$ cat src/rtl/pm_tdr_bank.sv
// pm_tdr_bank: indexed bank of control/status test-data registers behind one shared serial shift path
module pm_tdr_bank #(
  parameter int                            NUM_REGS  = 3,
  parameter int                            REG_WIDTH = 32,
  parameter int                            SEL_W     = 2,
  parameter logic [NUM_REGS-1:0]           RO_MASK   = 3'b100,
  parameter logic [NUM_REGS*REG_WIDTH-1:0] RESET_VAL = {32'h0, 32'hFFFF_FFFF, 32'h0},
  parameter int                            IRQ_BIT   = 10
) (
  input  logic                          clk,
  input  logic                          rst,
  input  logic                          serial_in,
  output logic                          serial_out,
  input  logic [SEL_W-1:0]              sel,
  input  logic                          capture,
  input  logic                          shift,
  input  logic                          update,
  input  logic [NUM_REGS-1:0]           par_load_en,
  input  logic [NUM_REGS*REG_WIDTH-1:0] par_load_data,
  input  logic [NUM_REGS*REG_WIDTH-1:0] status_in,
  output logic [NUM_REGS*REG_WIDTH-1:0] reg_out,
  output logic [NUM_REGS-1:0]           irq,
  output logic                          shift_err
);
  localparam int NSEL = 2 ** SEL_W;
  localparam int CW   = $clog2(REG_WIDTH + 2);
  typedef enum logic [1:0] {IDLE, ARMED, SHIFTING} state_t;
  state_t               state_q, state_d;
  logic [REG_WIDTH-1:0] shreg_q, shreg_d;
  logic [CW-1:0]        cnt_q, cnt_d;
  logic [SEL_W-1:0]     sel_q, sel_d;
  logic [REG_WIDTH-1:0] reg_q [NUM_REGS];
  logic [REG_WIDTH-1:0] reg_d [NUM_REGS];
  logic [REG_WIDTH-1:0] cap_src [NSEL];
  logic [NSEL-1:0]      ro_ext;
  logic [NUM_REGS-1:0]  irq_d, irq_q;
  logic                 do_shift, do_upd, commit, clash, shift_err_d, shift_err_q;
  // Unused select codes behave as read-only registers that read back as zero
  for (genvar i = 0; i < NSEL; i++) begin : g_sel
    if (i < NUM_REGS) begin : g_v
      assign ro_ext[i]  = RO_MASK[i];
      assign cap_src[i] = RO_MASK[i] ? status_in[i*REG_WIDTH +: REG_WIDTH] : reg_q[i];
    end else begin : g_x
      assign ro_ext[i]  = 1'b1;
      assign cap_src[i] = '0;
    end
  end
  assign do_shift = shift && !capture;
  assign do_upd   = update && !capture && !shift;
  assign commit   = do_upd && state_q != IDLE && cnt_q == CW'(REG_WIDTH) && !ro_ext[sel_q];
  always_comb begin
    state_d = state_q;
    shreg_d = shreg_q;
    cnt_d   = cnt_q;
    sel_d   = sel_q;
    if (capture) begin
      state_d = ARMED;
      sel_d   = sel;
      cnt_d   = '0;
      shreg_d = cap_src[sel];
    end else if (do_shift) begin
      shreg_d = {serial_in, shreg_q[REG_WIDTH-1:1]};
      state_d = state_q == IDLE ? IDLE : SHIFTING;
      cnt_d   = state_q == IDLE ? cnt_q : cnt_q + CW'(cnt_q != CW'(REG_WIDTH + 1));
    end else if (do_upd) begin
      state_d = IDLE;
    end
  end
  always_comb begin
    irq_d   = '0;
    clash   = 1'b0;
    reg_out = '0;
    for (int k = 0; k < NUM_REGS; k++) begin
      reg_d[k] = par_load_en[k] ? (RO_MASK[k] ? status_in[k*REG_WIDTH +: REG_WIDTH]
                                              : par_load_data[k*REG_WIDTH +: REG_WIDTH])
               : (commit && sel_q == SEL_W'(k)) ? shreg_q : reg_q[k];
      clash    = clash | (commit && sel_q == SEL_W'(k) && par_load_en[k]);
      irq_d[k] = !RO_MASK[k] && (reg_d[k][IRQ_BIT] != reg_q[k][IRQ_BIT]);
      reg_out[k*REG_WIDTH +: REG_WIDTH] = reg_q[k];
    end
    shift_err_d = do_upd && (!commit || clash);
  end
  always_ff @(posedge clk) begin
    if (rst) begin
      state_q     <= IDLE;
      shreg_q     <= '0;
      cnt_q       <= '0;
      sel_q       <= '0;
      irq_q       <= '0;
      shift_err_q <= 1'b0;
    end else begin
      state_q     <= state_d;
      shreg_q     <= shreg_d;
      cnt_q       <= cnt_d;
      sel_q       <= sel_d;
      irq_q       <= irq_d;
      shift_err_q <= shift_err_d;
    end
    for (int k = 0; k < NUM_REGS; k++)
      reg_q[k] <= rst ? (RO_MASK[k] ? '0 : RESET_VAL[k*REG_WIDTH +: REG_WIDTH]) : reg_d[k];
  end
  assign serial_out = shreg_q[0];
  assign irq        = irq_q;
  assign shift_err  = shift_err_q;
endmodule

$ cat config.mk
export PLATFORM = sky130hd
export DESIGN_NAME = pm_tdr_bank
export DESIGN_NICKNAME = d
export VERILOG_FILES = /design/src/rtl/pm_tdr_bank.sv
export SDC_FILE = /design/constraint.sdc
export NUM_CORES = 1
export LEC_CHECK = 0
export BUFFER_PORTS_ARGS = -buffer_cell sky130_fd_sc_hd__buf_2
export CORE_MARGIN = 10
export CORE_UTILIZATION = 51
export DETAILED_ROUTE_END_ITERATION = 10
export GPL_TIMING_DRIVEN = 0
export HOLD_SLACK_MARGIN = 0.15
export PLACE_DENSITY = 0.88
export SETUP_SLACK_MARGIN = 0.02
export SLEW_MARGIN = 10
export SYNTH_ARGS = -nofsm -noshare
export SYNTH_HDL_FRONTEND = slang
export SYNTH_SLANG_ARGS = --single-unit
$ cat constraint.sdc
create_clock -name clk -period 5.4 [get_ports clk]
set_clock_uncertainty 0.15 [all_clocks]
set_input_delay 0.27 -clock clk [delete_from_list [all_inputs] [get_ports clk]]
set_output_delay 0.27 -clock clk [all_outputs]
set_load 0.005 [all_outputs]
==> impl_metrics.csv, run 1 <==
group,metric,value,unit
clock_network,cts_max_level,4,
setup_path,path_cells,"dlygate4sd3_1, buf_2, clkbuf_1, nand2_1, nor2_1, clkbuf_1, a21oi_1, nor2_1",
pwr,power.density,299,nW/um2
global_route,grt_antenna_before_repair,0,
timing,rsz0062_at_grt,"false",
run,max_cap_violations,0,
setup_path,rrSetupSlack,2.83,ns
floorplanning,ios,304,
yosys,synth.largest_area_cell,"dfxtp_1",
setup_path,r2r_cells,9,
setup_path,path_delay_family,"buffers and inverters",
timing,setup_ws,2.72,ns
placement,placed_cells,1094,
global_route,grt_max_degree,17,
detailed_routing,drc,0,
timing,fmax,373,MHz
global_route,overflow,0,
detailed_routing,first_pass_iters,5,
cells_and_area,multi_input_area,3540,um2
placement,hpwlAfterDp,18.2,mm
yosys,seq_area_frac_synth,41.6,%
setup_path,cp-start-kind,"primary input",
pwr,leakage,4.14,nW
cells_and_area,fillCellCount,862,
floorplanning,fp.dieH,135,um
clock_network,clk_latency,0.44,ns
detailed_routing,wl_met3,3.66,mm
outcome,status,"finished clean",
clock_network,path_clk_slew,0.06,ns
clock_network,cts_tree,"yes",
floorplanning,num_rows,42,
detailed_routing,wl_met1,10.2,mm
cells_and_area,area.growth.synth_to_final,42.7,%
setup_path,critPathArrivalTime,2.90,ns
floorplanning,die-area,18300,um2
placement,gp_congestion,0.951,
timing,slew_headroom,39.9,%
detailed_routing,final_antenna_net_count,0,
timing,hold_viol_final,0,
yosys,avgSynthCellArea,9.44,um2
timing,period_share,49.7,%
timing,period_needed,2.68,ns
setup_path,crit_path_max_fanout,10,
yosys,synth.distinct_cells,44,
timing,setup_viol,0,
detailed_routing,dr.first_iter.drc_count,1147,
pwr,ir_drop,0.000218,V
yosys,netlist.area_leader.share,41.6,%
cells_and_area,fin_util,73.6,%
setup_path,worst-path-buf-inv,4,
clock_network,cts_resized,0,
detailed_routing,num_vias,7786,
placement,dpl_worst_slack,2.95,ns
detailed_routing,wl_met2,13.9,mm
clock_network,clk_root_buffer_cell,"clkbuf_16",
cells_and_area,fin_nets,1245,
global_route,grt_pass1_wl,43.8,mm
cells_and_area,drive_gt1_share,25.4,%
yosys,synth_edf_count,0,
placement,portBuffers,200,
cells_and_area,antenna_cells,0,
floorplanning,die_x,135,um
global_route,grt_pass1_vias,7926,
timing,worst_pin_slew,0.901,ns
setup_path,path_depth,8,
worst_hold_path,hp-class,"in -> reg",
yosys,ys_ff_latch,141,
yosys,ys_async_sr_fraction,0,%
detailed_routing,top_layer,"met4",
worst_hold_path,whs_path_depth,3,
floorplanning,start_util,51.6,%
global_route,track_usage,30.4,%
yosys,synth_ff_type,"dfxtp_1",
detailed_routing,vias_per_cell,6.34,
yosys,synthTopCellsByArea,"dfxtp_1 42%, mux2i_1 13%, a211oi_1 5.0%, a221o_1 4.4%, nor2_1 4.4%",
setup_path,slowest_stage,"clkbuf_1",
clock_network,cts_sinks,141,
setup_path,required,5.62,ns
setup_path,max_stage_delay,0.63,ns
setup_path,end_kind,"register",
yosys,synth_fp_nets,923,
clock_network,postCtsSetupBuffers,0,
clock_network,clockBufferDepth,2,
yosys,syn_area,6780,um2
timing,final_max_slew_viol_count,0,
timing,fin_tns_setup,0,ns
setup_path,criticalPathCategory,"in -> reg",
yosys,ys_warn_count,0,
detailed_routing,wl,29.0,mm
clock_network,cts_buffers,17,
floorplanning,core_area,13100,um2
cells_and_area,regArea,2820,um2
detailed_routing,wl_per_cell,23.6,um
cells_and_area,instances_no_fill,1229,
yosys,synth_cells,718,
## per-stage QoR
step / hold WS, ns / area (um2) / total power (W)
floorplan: 0.261 / 6780 / 0.00137
global placement: 0.317 / 8000 / 0.00152
detailed placement: 0.316 / 8000 / 0.00153
CTS: 0.153 / 9680 / 0.00284
global route: 0.204 / 9680 / 0.00294
finish: 0.180 / 9680 / 0.00289
## cells in the final DEF (no fill, tap or decap), types with 3 or more instances in the layout
master	synthesis	final
a2111oi_0	32	32
a211oi_1	45	45
a21oi_1	38	38
a221o_1	30	30
and2_1	33	33
buf_1	7	7
buf_12	3	3
buf_2	11	211
buf_6	5	5
bufinv_16	0	4
clkbuf_1	48	48
clkbuf_16	0	17
clkbuf_8	2	6
clkinv_2	0	4
clkinvlp_4	0	3
dfxtp_1	141	141
dlygate4sd3_1	0	103
mux2i_1	91	91
nand2_1	8	8
nand2b_1	5	5
nor2_1	79	79
nor2b_1	9	9
nor3_1	35	35
nor3b_1	33	33
nor4b_1	3	3
o22ai_1	26	26
or2_2	4	4
xnor2_1	4	4
## Yosys cell counts (9+ instances only)
cell type / instances
nor2_1: 79
nor2b_1: 9
mux2i_1: 91
a211oi_1: 45
nor3b_1: 33
and2_1: 33
a221o_1: 30
nor3_1: 35
dfxtp_1: 141
a2111oi_0: 32
a21oi_1: 38
o22ai_1: 26
clkbuf_1: 48
buf_2: 11
## layout make-up
class / instances / area share [%]
repair buffers: 303 / 21.0
well taps: 176 / 2.28
flip-flops and latches: 141 / 29.2
clock buffers: 21 / 4.97
clock inverters: 11 / 1.68
inverters: 1 / 0.0388
multi-input cells: 499 / 36.6
plain buffers: 77 / 4.27
## worst min-delay path: stages
cell,delay (ns)
clkbuf_1,0.23
nand2_1,0.15
a21oi_1,0.06
## where the power goes
group          internal [W]  leakage, nW  total [W]  switching, W
combinational      0.000211         2.67   0.000439      0.000228
sequential          0.00110         1.16    0.00116     0.0000582
clock              0.000818        0.311    0.00129      0.000471
## per-layer routing
metal / vias up / GRT usage, %
met5: - / 0
met4: 0 / 13.9
met3: 141 / 11.3
met2: 670 / 50.8
met1: 3644 / 33.7
li1: 3331 / -
## path summary, 6_finish.rpt
path / from / end
setup / recovery: capture / shreg_q[6]$_SDFFE_PP0P_
hold / removal: sel[1] / sel_q[1]$_SDFFE_PP0P_
hold reg to reg: sel_q[1]$_SDFFE_PP0P_ / sel_q[1]$_SDFFE_PP0P_
setup reg to reg: cnt_q[2]$_SDFFE_PP0P_ / cnt_q[2]$_SDFFE_PP0P_
## timing repair
| item | CTS | global route |
|---|---|---|
| hold endpoints to repair | 134 | 0 |
| setup endpoints to repair | 0 | 0 |
| hold buffers | 103 | 0 |
## kinds of logic (layout without fill, tap and decap cells)
group	after synthesis	count (layout)	synth area share (%)
XOR/XNOR	4	4	0.517
flip-flops	141	141	41.6
buffers and inverters	78	413	6.15
AO/OA/AOI/OAI	180	180	19.8
AND/OR/NAND/NOR	221	221	18.1
multiplexers	91	91	13.4
adder cells (fa/ha/maj)	2	2	0.369
other	1	1	0.0553
## registers in the layout (all words and copies together) (netlist names)
signal / cells
cnt_q: 6
irq: 2
reg_q: 96
state_q: 2
shift_err: 1
sel_q: 2
shreg_q: 32
No activity file was read; power rests on OpenSTA's default activity.
==> run 2: changes to the inputs <==
CORE_UTILIZATION = 48   (was 51)
PLACE_DENSITY = 0.83   (was 0.88)
clock period = 2.6 ns   (was 5.4 ns; I/O delays follow)
==> run 2 against run 1 <==
Net effect: via count fell by 0.96%; worst hold slack improved by 0.021 ns; worst setup slack got worse by 2.6 ns; sequential cell count did not move; routed wire length fell by 1.2%; clock power rose by 70%; power rose by 91%; global-route usage fell by 2.4 points; register-to-register slack got worse by 2.7 ns.
==> impl_metrics.csv, run 2 (synthesis gave the netlist of run 1 again) <==
group,metric,value,unit
cells_and_area,top_register,"reg_q",
clock_network,cts_max_level,4,
worst_hold_path,hp-class,"in -> reg",
timing,slew_headroom,37.0,%
clock_network,clk_root_buffer_cell,"clkbuf_16",
placement,dpl_worst_slack,0.126,ns
detailed_routing,wl_per_cell,23.2,um
pwr,leakage,4.11,nW
cells_and_area,area.growth.synth_to_final,41.6,%
clock_network,clk_latency,0.44,ns
cells_and_area,final_cell_mix,"211 x buf_2, 141 x dfxtp_1, 107 x dlygate4sd3_1",
detailed_routing,vias_per_cell,6.23,
pwr,ir_drop,0.000376,V
timing,holdWs,0.201,ns
clock_network,cts_tree,"yes",
pwr,totalPowerFinal,0.00551,W
cells_and_area,fillCellCount,1036,
detailed_routing,dr.first_iter.drc_count,934,
placement,gp_congestion,0.916,
timing,rsz0062_at_grt,"false",
floorplanning,fp.dieH,139,um
setup_path,path_cells,"dlygate4sd3_1, clkbuf_1, nand2b_1, clkbuf_1, clkbuf_1, o22ai_1, a21oi_1, nor2_1",
setup_path,slowest_stage,"dlygate4sd3_1",
setup_path,rrSetupSlack,0.17,ns
setup_path,criticalPathCategory,"in -> reg",
cells_and_area,drive_gt1_share,25.0,%
cells_and_area,top_regs,"reg_q (96), shreg_q (32), cnt_q (6)",
setup_path,path_delay_family,"buffers and inverters",
setup_path,critPathArrivalTime,2.65,ns
detailed_routing,first_pass_iters,5,
setup_path,end_kind,"register",
outcome,status,"finished clean",
detailed_routing,final_antenna_net_count,0,
setup_path,worst_path_most_repeated_cell,"clkbuf_1",
floorplanning,core_area,13900,um2
timing,fin_tns_setup,0,ns
detailed_routing,drc,0,
timing,fmax,400,MHz
timing,setup_ws,0.101,ns
floorplanning,start_util,48.8,%
setup_path,max_stage_delay,0.53,ns
cells_and_area,fin_nets,1249,
run,max_cap_violations,0,
timing,hold_viol_final,0,
setup_path,worst-path-buf-inv,4,
floorplanning,num_rows,43,
timing,period_needed,2.50,ns
clock_network,cts_sinks,141,
pwr,power.density,574,nW/um2
clock_network,clockBufferDepth,2,
timing,final_max_slew_viol_count,0,
clock_network,path_clk_slew,0.06,ns
global_route,grt_pass1_wl,43.7,mm
floorplanning,ios,304,
global_route,grt_max_degree,17,
floorplanning,die_x,139,um
global_route,grt_pass1_vias,7763,
placement,dpl-instance-area,8010,um2
detailed_routing,num_vias,7711,
setup_path,crit_path_max_fanout,10,
setup_path,cp-start-kind,"primary input",
global_route,overflow,0,
timing,worst_pin_slew,0.945,ns
global_route,grt_antenna_before_repair,0,
placement,portBuffers,200,
cells_and_area,largest_reg_flops,96,
clock_network,cts_buffers,17,
timing,period_share,96.1,%
cells_and_area,design_area,9600,um2
detailed_routing,wl,28.7,mm
cells_and_area,layout_commonest_cell,"buf_2",
global_route,track_usage,28.0,%
timing,setup_viol,0,
floorplanning,die-area,19300,um2
setup_path,required,2.75,ns
placement,hpwlAfterDp,18.4,mm
## run 2: routing by layer
| layer | routed length, um | global-route usage (%) | vias to the layer above |
|---|---|---|---|
| met5 | 0 | 0 | - |
| met4 | 1680 | 14.9 | 0 |
| met3 | 3290 | 10.2 | 158 |
| met2 | 13300 | 45.4 | 606 |
| met1 | 10400 | 31.3 | 3599 |
| li1 | - | - | 3348 |
## run 2: worst paths after layout
check | startpoint | endpoint | depth (start not counted)
setup / recovery | sel[1] | shreg_q[4]$_SDFFE_PP0P_ | 8
hold / removal | par_load_en[1] | reg_q[0][39]$_SDFFE_PP1P_ | 3
setup reg to reg | cnt_q[5]$_SDFFE_PP0P_ | irq[0]$_SDFF_PP0_ | 6
hold reg to reg | reg_q[0][71]$_SDFFE_PP0P_ | reg_q[0][71]$_SDFFE_PP0P_ | 2
## run 2: stage by stage
stage	instances	util (%)
3_3_place_gp	1098	57.7
4_1_cts	1237	69.1
6_report	1238	69.2
3_5_place_dp	1098	57.7
2_1_floorplan	718	-
5_1_grt	1237	69.2
## run 2: timing repair
| action | in CTS | in global routing |
|---|---|---|
| endpoints found under the hold margin | 137 | 0 |
| gates resized for setup | 0 | 4 |
| setup buffers | 0 | 0 |
| endpoints found under the setup margin | 0 | 5 |
| hold buffers | 107 | 0 |
## run 2: area by class of cell
cell class              count  area, um2  area share [%]
well taps                 180        225            2.34
plain buffers              77        413            4.30
clock buffers              24        472            4.91
repair buffers            307       2070            21.6
multi-input cells         499       3550            37.0
flip-flops and latches    141       2820            29.4
clock inverters             8       42.5           0.443
diodes                      1       2.50          0.0261
inverters                   1       3.75          0.0391
## run 2: worst reg2reg max path, delay by kind of cell (launching register included)
family	cells	cell delay, ns
DFF	1	0.34
AOI/OAI and AO/OA	1	0.23
and+or+nand+nor	3	0.81
buffers and inverters	2	0.85
## run 2: where the power goes
part | total [W] | internal, W | switching [W] | leakage [nW]
sequential | 0.00241 | 0.00229 | 0.000118 | 1.16
clock | 0.00219 | 0.00125 | 0.000935 | 0.257
combinational | 0.000911 | 0.000444 | 0.000467 | 2.69
